<file path="src/rtl/ca_seek_scheduler_pkg.sv">
// Shared code-phase constants, scheduler state encoding and the modular
// code-shift adder used when stepping between search bins.
package ca_seek_scheduler_pkg;

  localparam int unsigned CODE_SHIFT_MAX_DEFAULT = 16799;
  localparam int unsigned SHIFT_WIDTH            = 15;

  typedef enum logic [2:0] {
    ST_IDLE    = 3'd0,
    ST_SEEK    = 3'd1,
    ST_SETTLE  = 3'd2,
    ST_DWELL   = 3'd3,
    ST_ADVANCE = 3'd4
  } state_t;

  // Operands are both below period, so one conditional subtraction suffices.
  function automatic logic [SHIFT_WIDTH-1:0] wrap_shift(
    input logic [SHIFT_WIDTH-1:0] base,
    input logic [SHIFT_WIDTH-1:0] inc,
    input logic [SHIFT_WIDTH:0]   period
  );
    logic [SHIFT_WIDTH:0] sum;
    sum = {1'b0, base} + {1'b0, inc};
    if (sum >= period) begin
      sum = sum - period;
    end
    return sum[SHIFT_WIDTH-1:0];
  endfunction

endpackage

</file>
<file path="src/rtl/ca_seek_scheduler_dwell_counter.sv">
// Loadable down-counter; terminal flags the final enabled cycle of a dwell.
module ca_seek_scheduler_dwell_counter #(
  parameter int unsigned WIDTH = 16
) (
  input  logic             clk,
  input  logic             reset,
  input  logic             load,
  input  logic [WIDTH-1:0] load_value,
  input  logic             count_en,
  output logic             terminal
);

  localparam logic [WIDTH-1:0] ONE = {{(WIDTH-1){1'b0}}, 1'b1};

  logic [WIDTH-1:0] count;

  always_ff @(posedge clk) begin
    if (reset) begin
      count <= '0;
    end else if (load) begin
      count <= load_value;
    end else if (count_en && (count != '0)) begin
      count <= count - 1'b1;
    end
  end

  assign terminal = count_en && (count == ONE);

endmodule

</file>
<file path="src/rtl/ca_seek_scheduler.sv">
// C/A code-phase search scheduler: steps the upsampler through a sweep of
// code-shift bins, dwelling a fixed number of enabled samples on each.
//
// state      | meaning
// -----------+---------------------------------------------------------
// ST_IDLE    | waiting for start; targets and bin index hold
// ST_SEEK    | seek_en raised, covers upsampler enable pipeline
// ST_SETTLE  | waiting for upsampler to land on seek_target
// ST_DWELL   | acc_enable high for the configured dwell length
// ST_ADVANCE | finish sweep or step target to the next bin
module ca_seek_scheduler
  import ca_seek_scheduler_pkg::*;
#(
  parameter int unsigned CODE_SHIFT_MAX = CODE_SHIFT_MAX_DEFAULT,
  parameter int unsigned DWELL_WIDTH    = 16,
  parameter int unsigned BIN_WIDTH      = 10
) (
  input  logic                   clk,
  input  logic                   reset,
  input  logic                   start,
  input  logic                   abort,
  input  logic [14:0]            start_shift,
  input  logic [14:0]            step,
  input  logic [BIN_WIDTH-1:0]   num_bins,
  input  logic [DWELL_WIDTH-1:0] dwell_len,
  input  logic                   up_seeking,
  input  logic [14:0]            up_code_shift,
  output logic                   seek_en,
  output logic [14:0]            seek_target,
  output logic                   acc_enable,
  output logic                   bin_start,
  output logic                   bin_done,
  output logic [BIN_WIDTH-1:0]   bin_index,
  output logic                   busy,
  output logic                   done,
  output logic                   cfg_error
);

  localparam logic [14:0]            SHIFT_MAX = 15'(CODE_SHIFT_MAX);
  localparam logic [15:0]            PERIOD    = 16'(CODE_SHIFT_MAX + 1);
  localparam logic [DWELL_WIDTH-1:0] DWELL_ONE = {{(DWELL_WIDTH-1){1'b0}}, 1'b1};

  state_t                 state;
  logic [14:0]            step_q;
  logic [BIN_WIDTH-1:0]   last_bin_q;
  logic [DWELL_WIDTH-1:0] dwell_q;

  logic cfg_ok;
  logic settled;
  logic dwell_last;

  assign cfg_ok  = (start_shift <= SHIFT_MAX) && (step != '0) && (step <= SHIFT_MAX);
  assign settled = !up_seeking && (up_code_shift == seek_target);

  ca_seek_scheduler_dwell_counter #(
    .WIDTH(DWELL_WIDTH)
  ) u_dwell_counter (
    .clk       (clk),
    .reset     (reset),
    .load      ((state == ST_SETTLE) && settled),
    .load_value(dwell_q),
    .count_en  (state == ST_DWELL),
    .terminal  (dwell_last)
  );

  always_ff @(posedge clk) begin
    if (reset) begin
      state       <= ST_IDLE;
      seek_en     <= 1'b0;
      seek_target <= '0;
      acc_enable  <= 1'b0;
      bin_start   <= 1'b0;
      bin_done    <= 1'b0;
      bin_index   <= '0;
      busy        <= 1'b0;
      done        <= 1'b0;
      cfg_error   <= 1'b0;
      step_q      <= '0;
      last_bin_q  <= '0;
      dwell_q     <= '0;
    end else begin
      bin_start <= 1'b0;
      bin_done  <= 1'b0;
      done      <= 1'b0;
      cfg_error <= 1'b0;
      if (abort) begin
        state      <= ST_IDLE;
        seek_en    <= 1'b0;
        acc_enable <= 1'b0;
        busy       <= 1'b0;
      end else begin
        case (state)
          ST_IDLE: begin
            if (start) begin
              if (cfg_ok) begin
                step_q      <= step;
                last_bin_q  <= (num_bins == '0) ? '0 : num_bins - 1'b1;
                dwell_q     <= (dwell_len == '0) ? DWELL_ONE : dwell_len;
                seek_target <= start_shift;
                bin_index   <= '0;
                seek_en     <= 1'b1;
                busy        <= 1'b1;
                state       <= ST_SEEK;
              end else begin
                cfg_error <= 1'b1;
              end
            end
          end
          ST_SEEK: begin
            state <= ST_SETTLE;
          end
          ST_SETTLE: begin
            if (settled) begin
              seek_en    <= 1'b0;
              acc_enable <= 1'b1;
              bin_start  <= 1'b1;
              state      <= ST_DWELL;
            end
          end
          ST_DWELL: begin
            if (dwell_last) begin
              acc_enable <= 1'b0;
              bin_done   <= 1'b1;
              state      <= ST_ADVANCE;
            end
          end
          ST_ADVANCE: begin
            if (bin_index == last_bin_q) begin
              done  <= 1'b1;
              busy  <= 1'b0;
              state <= ST_IDLE;
            end else begin
              bin_index   <= bin_index + 1'b1;
              seek_target <= wrap_shift(seek_target, step_q, PERIOD);
              seek_en     <= 1'b1;
              state       <= ST_SEEK;
            end
          end
          default: begin
            seek_en    <= 1'b0;
            acc_enable <= 1'b0;
            busy       <= 1'b0;
            state      <= ST_IDLE;
          end
        endcase
      end
    end
  end

endmodule

</file>
<file path="config.mk">
export PLATFORM = sky130hd
export DESIGN_NAME = ca_seek_scheduler
export DESIGN_NICKNAME = d
export VERILOG_FILES = /design/src/rtl/ca_seek_scheduler_pkg.sv /design/src/rtl/ca_seek_scheduler_dwell_counter.sv /design/src/rtl/ca_seek_scheduler.sv
export SDC_FILE = /design/constraint.sdc
export NUM_CORES = 1
export LEC_CHECK = 0
export CAP_MARGIN = 5
export CORE_ASPECT_RATIO = 1.1
export CORE_MARGIN = 1.5
export CORE_UTILIZATION = 55
export CTS_BUF_LIST = sky130_fd_sc_hd__clkbuf_4
export CTS_CLUSTER_SIZE = 8
export DETAILED_ROUTE_END_ITERATION = 16
export DONT_BUFFER_PORTS = 1
export PLACE_DENSITY_LB_ADDON = 0.08
export SYNTH_ARGS = -nofsm -noshare
export SYNTH_HDL_FRONTEND = slang
export SYNTH_HIERARCHICAL = 1
export SYNTH_SLANG_ARGS = --single-unit
</file>
<file path="constraint.sdc">
create_clock -name clk -period 3.4 [get_ports clk]
set_input_delay 0.68 -clock clk [delete_from_list [all_inputs] [get_ports clk]]
set_output_delay 0.68 -clock clk [all_outputs]
set_load 0.03 [all_outputs]
</file>
## Word-level counts from Yosys, hierarchy flattened

Index checks and enable logic that the tools add are counted.

| storage, ports and cells | value |
|---|---|
| input port bits | 76 |
| output and inout bits | 32 |
| logic and storage cells | 105 |
| register bits | 92 |

| operators by class | value |
|---|---|
| reductions and logical operators | 28 |
| $add $sub $neg | 5 |
| muxes and demuxes | 33 |
| magnitude comparators | 3 |
| bitwise operators | 9 |
| eq/ne operators | 13 |

Operators with widths:

| kind | number |
|---|---|
| 2-to-1 mux 15 bit | 4 |
| 2-to-1 mux 16 bit | 3 |
| 2-to-1 mux 10 bit | 4 |
| less-or-equal comparator 15 bit (second input constant) | 2 |
| one-hot mux 15 bit (2 select lines) | 1 |
| one-hot mux 10 bit (2 select lines) | 1 |
| adder 15 x 15 -> 16 bit | 1 |
| equality test 16 x 1 -> 1 bit (second input constant) | 1 |
| greater-or-equal comparator 16 x 15 -> 1 bit (second input constant) | 1 |
| logical NOT 16 bit | 1 |
| nonzero test 16 bit | 1 |
| subtractor 16 x 1 -> 16 bit (second input constant) | 1 |
| equality test 15 bit | 1 |
| one-hot mux 3 bit (5 select lines) | 1 |
| nonzero test 15 bit | 1 |
| OR reduction 3 bit | 5 |
| subtractor 15 bit (second input constant) | 1 |
| 2-to-1 mux 1 bit | 12 |
| 2-to-1 mux 3 bit | 4 |
| != test 2 bit (second input constant) | 6 |
| AND reduction 4 bit | 3 |
| adder 10 x 1 -> 10 bit (second input constant) | 1 |
| equality test 10 bit | 1 |
| logical NOT 10 bit | 1 |
| other kinds (15) | 33 |

## Logic depth before layout (Yosys ltp)

| depth | value |
|---|---|
| depth after elaboration | 6 |
| mapped depth | 11 |
| gate-level depth less buffers | 11 |

## Modules after synthesis

The synthesis kept the hierarchy.

By module, submodules not included:

| module | cells an instance | seq. area each (sq um) | times used | area each (sq um) |
|---|---|---|---|---|
| ca_seek_scheduler | 599 | 1521.5 | 1 | 4657.0 |
| ca_seek_scheduler_dwell_counter | 126 | 320.3 | 1 | 1057.3 |

## Worst setup path after synthesis

OpenSTA, ideal clock, no wires.

| timing path | value |
|---|---|
| kind | reg2reg |
| from | register seek_target[0] |
| to | register seek_target[5] |
| path buffers | 0 |
| slack | 192 ps |
| clock period less this slack | 3208 ps |
| arrival time | 3088 ps |
| stages on the path, launching flop included | 12 |
| library setup time | 120 ps |
| data required time | 3280 ps |
| cells stage by stage | dfxtp_1 ha_1 inv_1 fa_1 nand2b_1 a21oi_2 o2111ai_2 a311oi_2 xnor2_2 a311oi_4 or2_2 a211o_1 |

| between the ends | value |
|---|---|
| longest elaborated chain between the ends | 5 |

Ends and longest elaborated chain:

| element | line | RTL |
|---|---|---|
| start: declaration | ca_seek_scheduler.sv:29 | `output logic [14:0] seek_target,` |
| start signal: assignment | ca_seek_scheduler.sv:99 | `seek_target <= start_shift;` |
| start signal: assignment | ca_seek_scheduler.sv:134 | `seek_target <= wrap_shift(seek_target, step_q, PERIOD);` |
| adder 15 x 15 -> 16 bit * | ca_seek_scheduler_pkg.sv:23 | `sum = {1'b0, base} + {1'b0, inc};` |
| subtractor 15 bit or greater-or-equal comparator 16 x 15 -> 1 bit (tied branches) | ca_seek_scheduler_pkg.sv:25, ca_seek_scheduler_pkg.sv:24 |  |
| 2-to-1 mux 15 bit * | ca_seek_scheduler_pkg.sv:24 | `if (sum >= period) begin` |
| 2-to-1 mux 15 bit * | ca_seek_scheduler.sv:128 | `if (bin_index == last_bin_q) begin` |
| one-hot mux 15 bit (2 select lines) * | ca_seek_scheduler.sv:92 | `case (state)` |

Every way passes the cells marked *; elsewhere a longest branch is shown, timed or not. The select of a mux whose other input is x is not followed.
A chain may end at the register's enable or synchronous reset.

## Worst setup path in the final report

| timing path | value |
|---|---|
| from | register seek_target[0] |
| to | register seek_target[12] |

Same word-level chain as after synthesis.

==> impl_metrics.json <==
{
  "avgRoutedWirePerCell_um": 18.24,
  "synth.top_cells.by_count": "100 x nand2_1, 92 x dfxtp_1, 75 x a21oi_1",
  "io_pins": 108,
  "fillers": 910,
  "worstRegToRegCells": 11,
  "sw_frac_of_total_pct": 27.29,
  "timing.critical_path.arrival_ps": 3570,
  "met2WireLength_um": 7612,
  "final-seq-area_mm2": 0.001842,
  "met1_length_um": 6508,
  "postSynthNetCount": 822,
  "dr_total_vias": 5380,
  "htree_num_levels": 3,
  "route.met3.wl_um": 929,
  "synth_area_leaders": "dfxtp_1 32%, a21oi_1 6.6%, nand2_1 6.6%, ha_1 4.4%, nor2_1 4.2%",
  "post_cts_hold_buffer_count": 0,
  "status": "complete, no violations",
  "timing.setup.tns_ps": 0,
  "gp_congestion": 0.9198,
  "crit_path_start_kind": "register",
  "main_synth_ff_type": "dfxtp_1",
  "routed.top_layer": "met4",
  "routed_wl_um": 15630,
  "clock_insertion_delay_at_the_later_pin_of_the_skew_report_ps": 460,
  "synth-seq-cells": 92,
  "p_switching_w": 0.0005708,
  "placement_rows": 38,
  "groute.usage.overall_pct": 29.16,
  "peak_per_stage_delay_on_the_critical_path_ps": 430,
  "floorplan.core_area_mm2": 0.009985,
  "instances_no_fill": 857,
  "cts_max_path_buffers": 2,
  "detail_route.iter0.violations": 297,
  "slowest_stage": "o311a_1",
  "synth_top_cell_by_area": "dfxtp_1",
  "drive_gt1_share_pct": 10.33,
  "antenna_found_initial": 1,
  "pwr-share-seq_pct": 54.3,
  "worstPathCellList": "ha_1, inv_1, fa_1, nand2b_1, a21oi_4, o2111ai_2, a31oi_1, o2111ai_1, o311a_1, o21a_1, o311ai_1",
  "clock.fmax_mhz": 311.2,
  "hp-class": "primary input to register",
  "clkSlewWorstSetupHoldPaths_ps": 160,
  "postLayoutCoreUtil_pct": 61.60,
  "detailedPlacementHpwl_um": 12070,
  "flow.area_growth_from_synthesis_pct": 7.642,
  "design.die.area_mm2": 0.01101,
  "tritoncts": "built",
  "cap_violations": 0,
  "num-nets-final": 829,
  "cp-end-kind": "register",
  "io_buffers": 0,
  "drt_first_pass_iters": 5,
  "route.detailed.vias_per_inst": 6.278,
  "pint_w": 0.001521,
  "vdd_drop_max_mv": 0.1516,
  "die_height_um": 109.9,
  "power.density_cell_area_mw_per_mm2": 340.0,
  "multi_input_area_mm2": 0.003661,
  "total_leakage_power_nw": 2.270,
  "ctsRootBufferMaster": "clkbuf_4",
  "cts.sink_count": 92,
  "crit_fanout": 5,
  "ys_async_sr_fraction_pct": 0,
  "timing_worst_slew_pin_value_ps": 758.6,
  "placedCellCount": 841,
  "setup.worst_path.class": "register to register",
  "worst_hold_path.num_cells": 1,
  "slew_violations": 0,
  "synthMostInstantiatedCell": "nand2_1",
  "finalHoldViolCount": 0,
  "globalRouteOverflowTotal": 0,
  "power_frac_clock_pct": 32.4,
  "post_synth.cell_area_avg_um2": 7.882,
  "synth_edf_count": 0,
  "synth_seq_area_share_pct": 32.23,
  "first_pass_grt_wire_length_um": 24920,
  "finalCriticalPeriod_ps": 3214,
  "slew_headroom_pct": 49.24,
  "yosysTopAreaCellShare_pct": 32.23,
  "first_global_vias": 5073,
  "syn_area_mm2": 0.005714,
  "grt_setup_unrepaired": "no",
  "antenna_violating_nets_remaining": 0,
  "floorplan.die.width_um": 100.2,
  "grt_start_max_net_pins": 78,
  "report.final.setup_viol": 0,
  "floorplan.initialDensity_pct": 57.23,
  "synth_cells": 725,
  "min_period_over_period_pct": 94.51,
  "drt_drc_violations_left": 0,
  "cts_buffers": 9,
  "synth-warning-count": 6,
  "synth.distinct_cells": 76,
  "timing.critical_path.required_ps": 3750,
  "finClkSkew_ps": 18.01,
  "power_frac_comb_pct": 13.4
}
-- cell usage in the layout (no fill, tap or decap), types with 9 or more instances in the layout --
cell	count
nand2b_1	12
a311oi_1	9
o211ai_1	16
nand4_1	9
nand2_1	100
clkbuf_4	10
a211oi_1	9
buf_4	32
a21oi_1	75
dfxtp_1	92
xnor2_1	22
and3_1	10
xor2_1	26
a31oi_1	11
o21ai_0	18
nor3_1	24
nand3_1	17
inv_1	22
ha_1	20
nor4_1	18
nor2_1	64
-- per-stage QoR --
step	cell area [µm²]	worst slack [ps]	power (W)	hold slack, ps
floorplan	5714	192.3	0.001370	436.3
global placement	5977	309.0	0.001429	439.1
detailed placement	5977	202.2	0.001434	447.4
CTS	6130	163.6	0.002107	238.0
global route	6151	25.36	0.002184	245.0
finish	6151	186.5	0.002092	281.9
-- worst max-delay path: cells and delay by family (launching register included) --
kind | cells | cell delay, ps
buffers and inverters | 1 | 70
adder cells (fa/ha/maj) | 2 | 610
AND/OR/NAND/NOR | 1 | 210
AO/OA/AOI/OAI | 7 | 1850
flip-flops | 1 | 370
-- area by class of cell --
class                      instances  area share, %
inverter                          22          1.343
multi-input combinational        574          59.52
sequential                        92          29.94
tap                              120          2.441
antenna                            1        0.04068
timing repair buffer              33          4.231
clock buffer                      10          1.221
clock inverter                     5          1.261
-- per-layer routing --
metal	global-route usage, %	vias up
met4	14.29	0
met1	34.81	2509
met3	5.340	37
met2	50.49	167
met5	0	-
li1	-	2667
-- registers in the layout (all words and copies together) (netlist names), 3 cells and up --
signal / flops
state: 3
step_q: 15
seek_target: 15
last_bin_q: 10
u_dwell_counter/count: 16
dwell_q: 16
bin_index: 10
-- worst paths after layout --
path             startpoint                   endpoint  slack [ps]
max          seek_target[0]            seek_target[12]         190
min                   reset  u_dwell_counter/count[15]         280
min reg2reg      dwell_q[9]                 dwell_q[9]         460
max reg2reg  seek_target[0]            seek_target[12]         190
-- power groups by stage --
stage          logic (W)  clock network (W)  registers (W)
5_1_grt         0.000309           0.000735        0.00114
4_1_cts         0.000277           0.000695        0.00113
3_3_place_gp    0.000271                  0        0.00116
3_5_place_dp    0.000275                  0        0.00116
2_1_floorplan   0.000202                  0        0.00117
6_report        0.000279           0.000677        0.00114
-- logic make-up (layout without fill, tap and decap cells) --
logic type	count (synthesis)	after routing	share of synthesized area, %
and+or+nand+nor	310	310	27.59
xor gates and xnor gates	49	49	7.642
muxes	2	2	0.3504
AOI/OAI and AO/OA	192	192	23.30
DFF	92	92	32.23
buffers and inverters	59	70	4.160
adders and majority gates	21	21	4.730
other	0	1	0
-- repair_timing --
item,CTS,global route
setup endpoints to repair,0,4
gates resized for setup,0,2
setup buffers,0,0
Note: power is estimated with default switching activity, not from simulation.
